--- config.mk ---
export PLATFORM = sky130hd
export DESIGN_NAME = time_display
export DESIGN_NICKNAME = d
export VERILOG_FILES = /design/src/rtl/time_display.sv
export SDC_FILE = /design/constraint.sdc
export NUM_CORES = 1
export LEC_CHECK = 0
export BUFFER_PORTS_ARGS = -buffer_cell sky130_fd_sc_hd__buf_4
export CORE_UTILIZATION = 65
export CTS_BUF_LIST = sky130_fd_sc_hd__clkbuf_2
export DETAILED_ROUTE_END_ITERATION = 8
export PLACE_DENSITY_LB_ADDON = 0.15
export SYNTH_ARGS = -nofsm -noshare
export SYNTH_HDL_FRONTEND = slang
export SYNTH_SLANG_ARGS = --single-unit
--- constraint.sdc ---
create_clock -name clk -period 3.46 [get_ports clk]
set_clock_uncertainty 0.05 [all_clocks]
set_input_delay 0.173 -clock clk [delete_from_list [all_inputs] [get_ports clk]]
set_output_delay 0.173 -clock clk [all_outputs]
set_load 0.02 [all_outputs]
--- src/rtl/time_display.sv ---
// Multiplexed four-digit MM.SS seven-segment driver for the stopwatch.
// Binary minutes/seconds are converted to BCD with a sequential double-dabble,
// then scanned one digit at a time with optional blink and blank control.
module time_display #(
    parameter int SCAN_DIV  = 32500,
    parameter int BLINK_DIV = 16250000
) (
    input  logic       clk,
    input  logic       rst,
    input  logic [5:0] minutes,
    input  logic [5:0] seconds,
    input  logic       blank,
    input  logic       blink,
    output logic [3:0] an,
    output logic [6:0] seg,
    output logic       dp
);

    localparam int SCAN_W  = (SCAN_DIV  > 1) ? $clog2(SCAN_DIV)  : 1;
    localparam int BLINK_W = (BLINK_DIV > 1) ? $clog2(BLINK_DIV) : 1;
    localparam logic [SCAN_W-1:0]  SCAN_MAX  = SCAN_W'(SCAN_DIV - 1);
    localparam logic [BLINK_W-1:0] BLINK_MAX = BLINK_W'(BLINK_DIV - 1);

    typedef enum logic [1:0] {
        IDLE,
        CONVERT,
        LOAD
    } state_t;

    state_t             state;
    logic [5:0]         cap_min;
    logic [5:0]         cap_sec;
    // Shift register layout: [13:10] tens, [9:6] ones, [5:0] binary remainder
    logic [13:0]        sh_min;
    logic [13:0]        sh_sec;
    logic [2:0]         cnt;
    logic [3:0]         dig [4];

    logic [SCAN_W-1:0]  scan_cnt;
    logic [1:0]         idx;
    logic [BLINK_W-1:0] blink_cnt;
    logic               phase;

    // One double-dabble step: add 3 to BCD nibbles >= 5, then shift left
    function automatic logic [13:0] dd_step(input logic [13:0] v);
        logic [13:0] t;
        t = v;
        if (t[13:10] >= 4'd5) t[13:10] = t[13:10] + 4'd3;
        if (t[9:6]   >= 4'd5) t[9:6]   = t[9:6]   + 4'd3;
        return {t[12:0], 1'b0};
    endfunction

    // Active-low gfedcba pattern for one BCD digit; non-decimal codes go dark
    function automatic logic [6:0] seg_code(input logic [3:0] d);
        logic [6:0] s;
        case (d)
            4'd0:    s = 7'b1000000;
            4'd1:    s = 7'b1111001;
            4'd2:    s = 7'b0100100;
            4'd3:    s = 7'b0110000;
            4'd4:    s = 7'b0011001;
            4'd5:    s = 7'b0010010;
            4'd6:    s = 7'b0000010;
            4'd7:    s = 7'b1111000;
            4'd8:    s = 7'b0000000;
            4'd9:    s = 7'b0010000;
            default: s = 7'b1111111;
        endcase
        return s;
    endfunction

    // Conversion FSM: capture on change, six double-dabble shifts, load digits
    always_ff @(posedge clk) begin
        if (rst) begin
            state   <= IDLE;
            cap_min <= '0;
            cap_sec <= '0;
            sh_min  <= '0;
            sh_sec  <= '0;
            cnt     <= '0;
            for (int unsigned i = 0; i < 4; i++) dig[i] <= '0;
        end else begin
            case (state)
                IDLE: begin
                    if ({minutes, seconds} != {cap_min, cap_sec}) begin
                        cap_min <= minutes;
                        cap_sec <= seconds;
                        sh_min  <= {8'd0, minutes};
                        sh_sec  <= {8'd0, seconds};
                        cnt     <= '0;
                        state   <= CONVERT;
                    end
                end
                CONVERT: begin
                    sh_min <= dd_step(sh_min);
                    sh_sec <= dd_step(sh_sec);
                    cnt    <= cnt + 3'd1;
                    if (cnt == 3'd5) state <= LOAD;
                end
                LOAD: begin
                    dig[3] <= sh_min[13:10];
                    dig[2] <= sh_min[9:6];
                    dig[1] <= sh_sec[13:10];
                    dig[0] <= sh_sec[9:6];
                    state  <= IDLE;
                end
                default: state <= IDLE;
            endcase
        end
    end

    // Scan timer: advance the active digit every SCAN_DIV cycles
    always_ff @(posedge clk) begin
        if (rst) begin
            scan_cnt <= '0;
            idx      <= '0;
        end else if (scan_cnt == SCAN_MAX) begin
            scan_cnt <= '0;
            idx      <= idx + 2'd1;
        end else begin
            scan_cnt <= scan_cnt + SCAN_W'(1);
        end
    end

    // Blink timer: free-running, flips the blink phase every BLINK_DIV cycles
    always_ff @(posedge clk) begin
        if (rst) begin
            blink_cnt <= '0;
            phase     <= 1'b1;
        end else if (blink_cnt == BLINK_MAX) begin
            blink_cnt <= '0;
            phase     <= ~phase;
        end else begin
            blink_cnt <= blink_cnt + BLINK_W'(1);
        end
    end

    // Registered display outputs: blank beats blink, blink-off darkens anodes
    always_ff @(posedge clk) begin
        if (rst) begin
            an  <= '1;
            seg <= '1;
            dp  <= 1'b1;
        end else if (blank) begin
            an  <= '1;
            seg <= '1;
            dp  <= 1'b1;
        end else if (blink && !phase) begin
            an  <= '1;
            seg <= seg_code(dig[idx]);
            dp  <= 1'b1;
        end else begin
            an  <= ~(4'b0001 << idx);
            seg <= seg_code(dig[idx]);
            dp  <= (idx != 2'd2);
        end
    end

endmodule

==> results of run 1 <==
==> synthesized netlist by cell type, types with 2 or more instances <==
| library cell | count | share of area, % |
|---|---|---|
| a211oi_1 | 10 | 1.4 |
| a21oi_1 | 16 | 1.5 |
| a22oi_1 | 11 | 1.5 |
| a2bb2oi_1 | 2 | 0.33 |
| a31oi_1 | 6 | 0.70 |
| and2_1 | 10 | 1.2 |
| and3_1 | 4 | 0.47 |
| buf_2 | 5 | 0.47 |
| buf_4 | 3 | 0.42 |
| buf_6 | 2 | 0.42 |
| clkbuf_1 | 16 | 1.1 |
| dfxtp_1 | 100 | 37 |
| edfxtp_1 | 16 | 9.0 |
| ha_1 | 21 | 4.9 |
| inv_1 | 21 | 1.5 |
| mux2i_1 | 28 | 5.2 |
| mux4_2 | 4 | 1.7 |
| nand2_1 | 29 | 2.0 |
| nand2b_1 | 9 | 1.1 |
| nand3_1 | 15 | 1.4 |
| nand3b_1 | 3 | 0.42 |
| nand4_1 | 9 | 1.1 |
| nor2_1 | 82 | 5.8 |
| nor3_1 | 19 | 1.8 |
| nor3_2 | 2 | 0.37 |
| nor3b_1 | 3 | 0.42 |
| nor4_2 | 4 | 0.94 |
| nor4b_1 | 2 | 0.33 |
| o21ai_0 | 8 | 0.75 |
| o22ai_1 | 10 | 1.2 |
| or2_2 | 11 | 1.3 |
| xnor2_1 | 25 | 4.1 |
| xor2_1 | 33 | 5.4 |
==> registers in the layout, summed over array words and instances (netlist names), 3 cells and up, named ones only <==
name	count
blink_cnt	24
dig	16
scan_cnt	15
sh_min	14
sh_sec	14
seg	7
cap_min	6
cap_sec	6
an	4
cnt	3
==> through the flow <==
stage / util, % / hold slack [ps] / setup WS [ps]
after global routing: 77.0 / 195 / 736
after CTS: 77.0 / 219 / 954
after global placement: 70.7 / 357 / 1110
after detailed placement: 70.7 / 369 / 988
final: 77.0 / 237 / 993
after floorplan: - / 239 / 1520
==> routing by layer <==
metal  part of all wire, %  routed length (um)
met1                    44                4480
met2                    52                5320
met3                   3.5                 358
met4                   1.4                 142
met5                     0                   0
==> path summary, 6_finish.rpt <==
kind                                   start           end  slack, ps
worst max-delay path            blink_cnt[0]  blink_cnt[3]        990
worst min-delay path                   blank        seg[4]        240
worst min register to register  blink_cnt[0]  blink_cnt[0]        430
worst max register to register  blink_cnt[0]  blink_cnt[3]        990
==> power by group <==
group | switching (mW) | internal [mW]
Combinational | 0.0988 | 0.0881
Sequential | 0.0272 | 1.40
Clock | 0.487 | 0.387
Total | 0.613 | 1.88
==> worst max-delay path, cell delays in order, from the launching register on <==
cell     delay (ps)
dfxtp_1         400
ha_1            210
nand3_2         170
or4b_1          520
nor3_2          210
or2_1           650
nor2_1          120
==> logic make-up (layout without fill, tap and decap cells) <==
group | count (synthesis) | count (layout)
multiplexers | 33 | 33
flip-flops | 116 | 116
buffers and inverters | 47 | 106
XOR/XNOR | 58 | 58
AO/OA/AOI/OAI | 67 | 67
AND/OR/NAND/NOR | 209 | 209
adder cells (fa/ha/maj) | 21 | 21
==> what timing repair did <==
| action | in CTS | in global routing |
|---|---|---|
| buffers inserted | 0 | 0 |
| hold buffers | 26 | 0 |
| hold endpoints to repair | 52 | 0 |
==> area by class of cell <==
cell class	instances	area, um^2	share of cell area (%)
clock inverters	13	141	2.34
well taps	102	128	2.11
repair buffers	54	470	7.79
clock buffers	18	90.1	1.49
flip-flops and latches	116	2480	41.1
inverters	21	78.8	1.30
multi-input cells	388	2650	43.9
==> summary.md, run 1 <==
| Metric | Value |
|---|---|
| Vias per cell | ~5.7 |
| Pwr dens | roughly 410 mW/mm^2 |
| Synth Area in Compound Gates | 8.18% |
| Clock root buffer | clkbuf_2 |
| Number of flops mapped to enable cells by yosys | 16 |
| Most frequent cells in the layout | dfxtp_1, nor2_1, xor2_1 |
| Post-DP HPWL | about 6700 um |
| H-tree levels | 4 |
| Vias in the first global route | between 3000 and 4000 |
| Final ANT Viol Nets | 0 |
| Die Ht | around 90 um |
| WP data required | 3940 ps |
| I/O pin total | 28 |
| Mapped cell area | 0.00534 mm^2 |
| Gpl congestion | 0.765 |
| Top FF cell, synth | dfxtp_1 |
| Mapped Nets | between 500 and 600 |
| Die area | 0.00858 mm^2 |
| Status | finished, final reports clean |
| Hold Path Class | input pin to flop |
| Critical Path Source Type | flop |
| Library cells used by synthesis | 45 |
| Max_cap viols | 0 |
| Clk_lat worst skew | between 600 and 700 ps |
| Synth Area in Simple Gates | between 15 and 20% |
| Synth Instances | ~550 |
| CTS buffer count | 17 |
| I/O Buffers | 27 |
| Adder-cell share of the synthesized area | slightly below 5% |
| Diodes inserted | 0 |
| Vias | 4037 |
| Setup-failing EPs final | 0 |
| Nets | approximately 640 |
| Finished Cell Area | approximately 0.0060 mm^2 |
| Area Growth Syn to Fin | 13.1% |
| GR Util All Layers | between 20% and 30% |
| Initial antenna violation count | 0 |
| Commonest non-fill, non-tap cell in the layout | dfxtp_1 |
| Initial core utilization | between 60% and 70% |
| Setup TNS | 0 ps |
| DR WL/cell | 14.5 um |
| GR Layer Usage met1 | 30.4% |
| Max FO, Critical Path | 24 |
| Placed insts | roughly 660 |
| Ys Warns | 0 |
| First-pass GRT wire length | about 18000 um |
| Number of core rows | 32 |
| Final Power | 2.49 mW |
| CTS sink cnt | roughly 120 |
| Largest family of logic cells by synthesized area | simple AND/OR/NAND/NOR gates |
| Sequential-to-total area share from yosys stat | a little under half |
| Seq cells post-synth | between 100 and 150 |
| Leakage | 2.42 nW |
| Number of DRC markers in iteration 0 | 169 |
| Hold Vio Cnt, Final | 0 |
| Die W | roughly 90 um |
| Rel. slew slack | about two fifths |
| Met3 usage | under 10% |
| Post-Layout Cell Count | a little over 700 |
| Area after DPL | approximately 0.0055 mm^2 |
| Worst-Margin Slew | 917 ps |
| CTS tree | built |
| Reg2reg path depth | 6 |
| Max VDD drop | just over 300 uV |
| Drt total wl | roughly 10000 um |
| Ys async rst share | 0% |
| WS Path Type | flop to flop |
| GRT met2 Usage | approximately 47% |
| RSZ-0062 raised after global routing | false |
| First-pass detailed-route iteration total | 5 |
| Multiplexer share of the synthesized area | just over 7% |
| Core Region | between 0.007 and 0.008 mm^2 |
| Clk slew on worst S/H paths | around 160 ps |
| Final period util | around 71% |
| Max Freq | ~400 MHz |
| Share of cells above drive strength 1 | 13.0% |
| Crit path DAT | 2950 ps |
| Fillcell total | around 560 |
| Critical Path End Type | flop |
| Post-CTS sizing | 0 |
| Gr busiest metal | met2 |
| Fin. max-slew vios | 0 |
| DRC | 0 |
| Largest net degree at the start of global routing | 63 |
| Total grt overflow | 0 |
| Avg Cell Area, Syn | a little under 10 um^2 |
| Longest Clk Path Bufs | 2 |
| Xor/xnor cell area share of the yosys netlist | under 10% |
| Minimum clock period | 2470 ps |
| Hold Path Cell Cnt | 4 |
(Power assumes the default switching activity.)
==> run 2: changes to the inputs <==
--- a/config.mk
+++ b/config.mk
@@ -6,7 +6,7 @@
 export NUM_CORES = 1
 export LEC_CHECK = 0
 export BUFFER_PORTS_ARGS = -buffer_cell sky130_fd_sc_hd__buf_4
-export CORE_UTILIZATION = 65
+export CORE_UTILIZATION = 57
 export CTS_BUF_LIST = sky130_fd_sc_hd__clkbuf_2
 export DETAILED_ROUTE_END_ITERATION = 8
 export PLACE_DENSITY_LB_ADDON = 0.15
==> constraint.sdc (replaced) <==
create_clock -name clk -period 2.1 [get_ports clk]
set_clock_uncertainty 0.05 [all_clocks]
set_input_delay 0.105 -clock clk [delete_from_list [all_inputs] [get_ports clk]]
set_output_delay 0.105 -clock clk [all_outputs]
set_load 0.02 [all_outputs]
==> summary.md, run 2 (synthesis gave the netlist of run 1 again) <==
| Metric | Value |
|---|---|
| Status | finished, final reports clean |
| Max reg flops | 24 |
| First-pass GRT wire length | about 17000 um |
| GR Layer Usage met1 | 26.0% |
| I/O Buffers | 27 |
| Max_cap viols | 0 |
| Most frequent cells in the layout | dfxtp_1, nor2_1, buf_4 |
| Finished Cell Area | approximately 0.006 mm^2 |
| I/O pin total | 28 |
| Crit path DAT | about 2500 ps |
| Largest net degree at the start of global routing | 33 |
| H-tree levels | 4 |
| Worst slack, placed | -117 ps |
| Max FO, Critical Path | 24 |
| RSZ-0062 raised after global routing | false |
| Total grt overflow | 0 |
| Number of DRC markers in iteration 0 | about 180 |
| Placed insts | 674 |
| Longest Clk Path Bufs | 2 |
| Gpl congestion | ~0.76 |
| Clock root buffer | clkbuf_2 |
| Rel. slew slack | 69.4% |
| Die W | just under 100 um |
| Share of cells above drive strength 1 | between 15 and 20% |
| Minimum clock period | 1950 ps |
| Clk_lat worst skew | roughly 660 ps |
| Vias per cell | 5.33 |
| Met3 usage | 5.18% |
| Area after DPL | between 0.005 and 0.006 mm^2 |
| Kind of cell adding the most delay to the critical path | simple AND/OR/NAND/NOR gates |
| Post-layout util | 69.2% |
| CTS tree | built |
| DR WL/cell | approximately 13 um |
| Setup-failing EPs final | 0 |
| Worst Path Buf+Inv | 1 |
| Critical Path Source Type | flop |
| Vias | roughly 3900 |
| Fin. max-slew vios | 0 |
| First-pass detailed-route iteration total | 5 |
| Setup ws final | roughly 150 ps |
| WS Path Type | flop to flop |
| Max VDD drop | about 460 uV |
| Worst-Margin Slew | between 400 and 500 ps |
| Critical Path End Type | flop |
| DRC | 0 |
| Critical path cell sequence | ha_1 > nand3_2 > or4b_1 > nor3_2 > or2_1 > buf_12 > nor2_1 |
| Drt total wl | just under 10000 um |
| CTS buffer count | 17 |
| Setup TNS | 0 ps |
| Clk slew on worst S/H paths | roughly 190 ps |
| Leakage | between 2 and 2.5 nW |
| CTS sink cnt | 116 |
| Initial core utilization | between 60 and 70% |
| GRT met2 Usage | a little under two fifths |
| Max Freq | 512 MHz |
| Commonest non-fill, non-tap cell in the layout | dfxtp_1 |
| Number of core rows | 34 |
| Gr busiest metal | met2 |
| Post-DP HPWL | between 6000 and 7000 um |
| Die Ht | roughly 100 um |
| Die area | ~0.01 mm^2 |
| Diodes inserted | 0 |
| Top reg by flops | blink_cnt |
| Vias in the first global route | between 3000 and 4000 |
| Pwr dens | around 700 mW/mm^2 |
| Nets | about 640 |
| Initial antenna violation count | 0 |
| CP max stage delay | roughly 490 ps |
| GR Util All Layers | between 20% and 30% |
| Hold Path Class | input pin to flop |
| Core Region | 0.00889 mm^2 |
| Area Growth Syn to Fin | 15.2% |
| Final period util | between 90 and 100% |
| Hold Vio Cnt, Final | 0 |
| WP data required | approximately 2600 ps |
| Final ANT Viol Nets | 0 |
| Slowest CP cell | or4b_1 |
| Largest regs | blink_cnt: 24 flops, dig: 16 flops, scan_cnt: 15 flops |
| Post-Layout Cell Count | a little over 700 |
run 2: per-layer routing:
| layer | vias up | share of wire [%] |
|---|---|---|
| met4 | 0 | 0.94 |
| met5 | - | 0 |
| met1 | 1791 | 48 |
| met3 | 11 | 3.1 |
| met2 | 56 | 48 |
| li1 | 2004 | - |
run 2: worst min-delay path, cell delays in order:
cell	delay [ps]
dlygate4sd3_1	530
buf_4	110
mux2i_1	60
nor2_1	70
run 2: worst paths after layout:
path / startpoint / to / slack [ps] / cells after the start
min: seconds[4] / cap_sec[4] / 200 / 4
min reg2reg: blink_cnt[0] / blink_cnt[0] / 390 / 1
max: blink_cnt[0] / blink_cnt[15] / 150 / 7
max reg2reg: blink_cnt[0] / blink_cnt[15] / 150 / 7
run 2: timing repair:
| item | CTS | global route |
|---|---|---|
| endpoints found under the hold margin | 61 | 0 |
| endpoints found under the setup margin | 14 | 22 |
| pin swaps | 0 | 2 |
| resized for setup | 1 | 4 |
| buffers inserted | 0 | 3 |
| hold buffers | 16 | 0 |
run 2: final cells by class:
| cell class | count | area [um^2] |
|---|---|---|
| Inverter | 21 | 78.8 |
| Tap cell | 108 | 135 |
| Timing Repair Buffer | 60 | 528 |
| Clock buffer | 18 | 90.1 |
| Fill cell | 712 | 2740 |
| Multi-Input combinational cell | 388 | 2680 |
| Clock inverter | 14 | 159 |
| Sequential cell | 116 | 2480 |
run 2: stage by stage:
stage / power, mW / hold slack (ps)
2_1_floorplan: 2.58 / 171
3_3_place_gp: 2.67 / 295
3_5_place_dp: 2.68 / 283
4_1_cts: 4.21 / 160
5_1_grt: 4.34 / 172
6_report: 4.18 / 201
run 2: power breakdown:
| group | switching [mW] | total, mW | leakage, nW | internal [mW] |
|---|---|---|---|---|
| Clock | 0.858 | 1.52 | 0.152 | 0.662 |
| Combinational | 0.161 | 0.311 | 1.35 | 0.150 |
| Sequential | 0.0413 | 2.35 | 0.980 | 2.31 |
| Total | 1.06 | 4.18 | 2.48 | 3.12 |
